File: src/rtl/tick_countdown_timer.sv
// MM:SS BCD countdown timer clocked by clk, advanced by rising edges of the
// asynchronous divider output tick_in, with load/start/pause/clear strobes.
module tick_countdown_timer #(
    parameter int SYNC_STAGES = 2,
    parameter int TICK_DIV    = 1
) (
    input  logic        clk,
    input  logic        reset_n,
    input  logic        tick_in,
    input  logic        load,
    input  logic [15:0] load_value,
    input  logic        start,
    input  logic        pause,
    input  logic        clear,
    output logic [15:0] time_bcd,
    output logic        running,
    output logic        done,
    output logic        expired,
    output logic        load_err,
    output logic [1:0]  o_dbg_state
);

    typedef enum logic [1:0] {
        ST_IDLE    = 2'd0,
        ST_RUN     = 2'd1,
        ST_PAUSED  = 2'd2,
        ST_EXPIRED = 2'd3
    } state_t;

    localparam logic [7:0] PRESC_LAST = 8'(TICK_DIV - 1);

    logic [SYNC_STAGES-1:0] r_sync;
    logic                   r_prev;
    logic                   w_tick_pulse;

    state_t                 r_state;
    logic   [15:0]          r_time;
    logic   [7:0]           r_presc;
    logic                   r_done;
    logic                   r_err;
    logic                   r_expired;
    logic                   r_running;

    state_t                 w_state_next;
    logic   [15:0]          w_time_next;
    logic   [7:0]           w_presc_next;
    logic                   w_done_next;
    logic                   w_err_next;
    logic   [15:0]          w_dec;

    // Digit order {min_tens, min_units, sec_tens, sec_units}.
    function automatic logic bcd_valid(input logic [15:0] v);
        return (v[15:12] <= 4'd5) && (v[11:8] <= 4'd9) &&
               (v[7:4]   <= 4'd5) && (v[3:0]  <= 4'd9);
    endfunction

    function automatic logic [15:0] bcd_dec(input logic [15:0] v);
        logic [3:0] d0;
        logic [3:0] d1;
        logic [3:0] d2;
        logic [3:0] d3;
        logic       b;
        d0 = v[3:0];
        d1 = v[7:4];
        d2 = v[11:8];
        d3 = v[15:12];
        if (d0 == 4'd0) begin
            d0 = 4'd9;
            b  = 1'b1;
        end else begin
            d0 = d0 - 4'd1;
            b  = 1'b0;
        end
        if (b) begin
            if (d1 == 4'd0) begin
                d1 = 4'd5;
            end else begin
                d1 = d1 - 4'd1;
                b  = 1'b0;
            end
        end
        if (b) begin
            if (d2 == 4'd0) begin
                d2 = 4'd9;
            end else begin
                d2 = d2 - 4'd1;
                b  = 1'b0;
            end
        end
        // A zero count never reaches here in RUN, so min_tens cannot wrap.
        if (b) begin
            d3 = d3 - 4'd1;
        end
        return {d3, d2, d1, d0};
    endfunction

    always_ff @(posedge clk or negedge reset_n) begin
        if (!reset_n) begin
            r_sync <= '0;
            r_prev <= 1'b0;
        end else begin
            r_sync <= {r_sync[SYNC_STAGES-2:0], tick_in};
            r_prev <= r_sync[SYNC_STAGES-1];
        end
    end

    assign w_tick_pulse = r_sync[SYNC_STAGES-1] & ~r_prev;

    // Strobe priority clear > load > start > pause; an accepted strobe
    // swallows any decrement step that lands in the same cycle.
    always_comb begin
        w_state_next = r_state;
        w_time_next  = r_time;
        w_presc_next = r_presc;
        w_done_next  = 1'b0;
        w_err_next   = 1'b0;
        w_dec        = bcd_dec(r_time);
        if (clear) begin
            w_state_next = ST_IDLE;
            w_time_next  = 16'h0000;
            w_presc_next = 8'd0;
        end else if (load && (r_state != ST_RUN)) begin
            if (bcd_valid(load_value)) begin
                w_state_next = ST_IDLE;
                w_time_next  = load_value;
                w_presc_next = 8'd0;
            end else begin
                w_err_next = 1'b1;
            end
        end else if (start && ((r_state == ST_IDLE) || (r_state == ST_PAUSED)) &&
                     (r_time != 16'h0000)) begin
            w_state_next = ST_RUN;
            if (r_state == ST_IDLE) begin
                w_presc_next = 8'd0;
            end
        end else if (pause && (r_state == ST_RUN)) begin
            w_state_next = ST_PAUSED;
        end else if ((r_state == ST_RUN) && w_tick_pulse) begin
            if (r_presc == PRESC_LAST) begin
                w_presc_next = 8'd0;
                w_time_next  = w_dec;
                if (w_dec == 16'h0000) begin
                    w_state_next = ST_EXPIRED;
                    w_done_next  = 1'b1;
                end
            end else begin
                w_presc_next = r_presc + 8'd1;
            end
        end
    end

    // expired trails entry into EXPIRED by one cycle so it never overlaps done.
    always_ff @(posedge clk or negedge reset_n) begin
        if (!reset_n) begin
            r_state   <= ST_IDLE;
            r_time    <= 16'h0000;
            r_presc   <= 8'd0;
            r_done    <= 1'b0;
            r_err     <= 1'b0;
            r_expired <= 1'b0;
            r_running <= 1'b0;
        end else begin
            r_state   <= w_state_next;
            r_time    <= w_time_next;
            r_presc   <= w_presc_next;
            r_done    <= w_done_next;
            r_err     <= w_err_next;
            r_expired <= (r_state == ST_EXPIRED) && (w_state_next == ST_EXPIRED);
            r_running <= (w_state_next == ST_RUN);
        end
    end

    assign time_bcd    = r_time;
    assign running     = r_running;
    assign done        = r_done;
    assign expired     = r_expired;
    assign load_err    = r_err;
    assign o_dbg_state = r_state;

endmodule

File: config.mk
export PLATFORM = sky130hd
export DESIGN_NAME = tick_countdown_timer
export DESIGN_NICKNAME = d
export VERILOG_FILES = /design/src/rtl/tick_countdown_timer.sv
export SDC_FILE = /design/constraint.sdc
export NUM_CORES = 1
export LEC_CHECK = 0
export BUFFER_PORTS_ARGS = -buffer_cell sky130_fd_sc_hd__buf_2
export CAP_MARGIN = 20
export CELL_PAD_IN_SITES_DETAIL_PLACEMENT = 1
export CELL_PAD_IN_SITES_GLOBAL_PLACEMENT = 1
export CORE_MARGIN = 2
export CORE_UTILIZATION = 40
export CTS_BUF_LIST = sky130_fd_sc_hd__clkbuf_4
export CTS_CLUSTER_SIZE = 8
export DETAILED_ROUTE_END_ITERATION = 10
export PLACE_DENSITY_LB_ADDON = 0.05
export SLEW_MARGIN = 10
export SYNTH_ARGS = -nofsm -noshare
export SYNTH_HDL_FRONTEND = slang
export SYNTH_SLANG_ARGS = --single-unit
File: constraint.sdc
create_clock -name clk -period 4.2 [get_ports clk]
set_clock_uncertainty 0.1 [all_clocks]
set_input_delay 0.63 -clock clk [delete_from_list [all_inputs] [get_ports clk]]
set_output_delay 0.63 -clock clk [all_outputs]
set_load 0.01 [all_outputs]
==> flow_metrics.tcl <==
set metrics [dict create \
    grt_pass1_vias 1966 \
    yosys.area.top_type "dfrtp_1" \
    core-area_um2 5070 \
    hold-worst-slack_ns 0.248 \
    clock_path_buffers 2 \
    grt_first_pass_wirelength_um 10200 \
    worst_setup_path_start_kind "flop" \
    tightest_slew_ns 0.770 \
    synth_nets 248 \
    initial_utilization_pct 41.0 \
    max_freq_mhz 374 \
    powerDensity_nw_per_um2 447 \
    maxSlewViolCount 0 \
    hold_viol_final 0 \
    grt_usage_pct 21.9 \
    peakVddDrop_v 0.000147 \
    fp.dieW_um 76.1 \
    dp_hpwl_um 4340 \
    drc 0 \
    cts_resized 0 \
    path_clk_slew_ns 0.12 \
    slowest_delay_ns 0.75 \
    period_share_pct 63.7 \
    crit_chain "nand2b_2 > and3b_1 > a22o_1 > o21ai_0 > o21ai_0" \
    drive_gt1_share_pct 26.7 \
    clk_latency_ns 0.34 \
    cp_num_buf_inv 0 \
    yosys_warnings 0 \
    drtIter0Drc 110 \
    grtUsageMet3_pct 5.09 \
    viasPerCell 5.74 \
    synth.most_common_cell "dfrtp_1" \
    status "finished clean" \
    maxCapViolCount 0 \
    crit_type "flop to flop" \
    htree_num_levels 2 \
    dieArea_um2 5800 \
    clock_sinks 33 \
    gp_congestion 0.768 \
    worst_path_max_delay_cell "a22o_1" \
    synth_edf_count 0 \
    core.rowCount 26 \
    final_cells 336 \
    rsz0062_at_grt "no" \
    nets 292 \
    cts_tree "done" \
    overflow 0 \
    synthCells 221 \
    holdBufCountCts 0 \
    finalSetupViolCount 0 \
    cts_made_buffers 5 \
    drt-total-wl_um 5950 \
    fin_crit_ns 2.68 \
    syn2layout_area_growth_pct 15.6 \
    tns_ns 0 \
    syn_area_um2 2080 \
    arrival_ns 2.84 \
    critPathLaunch "o_dbg_state[1]$_DFF_PN0_" \
    wl_per_cell_um 17.7 \
    synth.avg_cell_area_um2 9.42 \
    diodes 0 \
    die_y_um 76.1 \
    hp-class "input pin to asynchronous set/reset pin" \
    clockRootBuffer "clkbuf_4" \
    crit_family "compound AO/OA/AOI/OAI gates" \
    grt_start_max_net_pins 34 \
    ys_seq_area_share_pct 39.7 \
    dp.cells 328 \
    globalRouteMet2Util_pct 35.8 \
    synthTopCellsByArea "dfrtp_1 40%, o21ai_0 4.6%, nand2_1 3.4%" \
    synth_top_flop_cell "dfrtp_1" \
    critical_path.most_common_cell "o21ai_0" \
    synthTopCellsByCount "33 x dfrtp_1, 19 x nand2_1, 19 x o21ai_0" \
    ys_async_sr_fraction_pct 100 \
    synth_top_area_share_pct 39.7 \
    p_leak_nw 1.13 \
    crit_path_end_kind "flop" \
    ioPinCount 45 \
    synth.distinct_cells 60 \
    antenna_found_initial 0 \
    drt_first_pass_iters 4 \
    synth.ff_latch_count 33 \
    cts_setup_buffers 0 \
    worstPathRequired_ns 4.36 \
    busiest_layer "met2" \
    critPathMaxFanout 23 \
    via_count 1930 \
    grtUsageMet1_pct 29.6 \
    io_buffers 44 \
    max-slew-margin-rel_pct 48.7 \
    r2r-start "o_dbg_state[1]$_DFF_PN0_" \
    ant_nets 0 \
]
-- layout make-up --
type / count / area, um^2
inverters: 9 / 33.8
fillers: 639 / 2670
repair buffers: 45 / 228
flip-flops and latches: 33 / 826
clock inverters: 3 / 22.5
multi-input cells: 171 / 1170
well taps: 70 / 87.6
clock buffers: 5 / 37.5
-- per-stage QoR --
step | total power (W) | instance area (um^2) | worst slack [ns] | utilization [%]
floorplan | 0.000744 | 2080 | 2.03 | -
global placement | 0.000891 | 2350 | 1.48 | 46.2
detailed placement | 0.000892 | 2350 | 1.45 | 46.2
CTS | 0.00108 | 2410 | 1.49 | 47.4
global route | 0.00116 | 2410 | 1.17 | 47.4
finish | 0.00107 | 2410 | 1.52 | 47.4
-- state kept, by name, summed over array words and instances (netlist names) --
register,flops
time_bcd,16
r_presc,8
o_dbg_state,2
r_sync,2
done,1
expired,1
load_err,1
r_prev,1
running,1
-- path summary, 6_finish.rpt --
| kind | endpoint | cells after the start | slack, ns |
|---|---|---|---|
| min reg2reg | r_sync[1]$_DFF_PN0_ | 0 | 0.26 |
| max | time_bcd[8]$_DFFE_PN0P_ | 5 | 1.52 |
| max in group asynchronous | r_presc[5]$_DFFE_PN0P_ | 1 | 3.27 |
| min in group clk | r_sync[1]$_DFF_PN0_ | 0 | 0.26 |
| max reg2reg | time_bcd[8]$_DFFE_PN0P_ | 5 | 1.52 |
| min | r_presc[6]$_DFFE_PN0P_ | 1 | 0.25 |
-- where the power goes --
group	total, W	switching, W	internal (W)
clock	0.000187	0.000122	0.0000647
sequential	0.000442	0.0000835	0.000358
combinational	0.000446	0.000266	0.000180
-- cells by family (layout without fill, tap and decap cells) --
family / Yosys count / in the layout / share of synthesized area [%]
multiplexers: 1 / 1 / 0.481
AO/OA/AOI/OAI: 79 / 79 / 27.5
buffers and inverters: 17 / 62 / 4.09
flip-flops: 33 / 33 / 39.7
XOR/XNOR: 2 / 2 / 0.841
adder cells (fa/ha/maj): 4 / 4 / 2.40
AND/OR/NAND/NOR: 85 / 85 / 25.1
-- per-layer routing --
| layer | routed length (um) | share of wire [%] |
|---|---|---|
| met1 | 2870 | 48 |
| met2 | 2790 | 47 |
| met3 | 241 | 4.1 |
| met4 | 53 | 0.89 |
| met5 | 0 | 0 |
-- cell usage in the layout, fill, tap and decap left out, types with 2 or more instances in the layout --
cell / instances
inv_1: 9
a221o_1: 4
buf_2: 44
or2_2: 2
dfrtp_1: 33
and3_1: 6
o21ai_1: 3
nor3b_1: 4
a21o_1: 2
nor2_1: 18
a22o_1: 4
nor4_1: 2
a21oi_1: 14
nor3_1: 5
o22ai_1: 3
nand4_1: 5
nand2_1: 19
a22oi_1: 3
clkbuf_4: 5
a32oi_1: 5
nor4_4: 3
nand3_1: 7
a21bo_2: 2
ha_1: 4
a2bb2oi_1: 2
o21a_1: 2
clkinvlp_4: 3
o21ai_0: 19
o2bb2ai_1: 3
-- worst register-to-register path: stages, from the launching register on --
cell and delay [ns]:
dfrtp_1 0.52, nand2b_2 0.25, and3b_1 0.67, a22o_1 0.75
o21ai_0 0.20, o21ai_0 0.11
(Power assumes the default switching activity.)
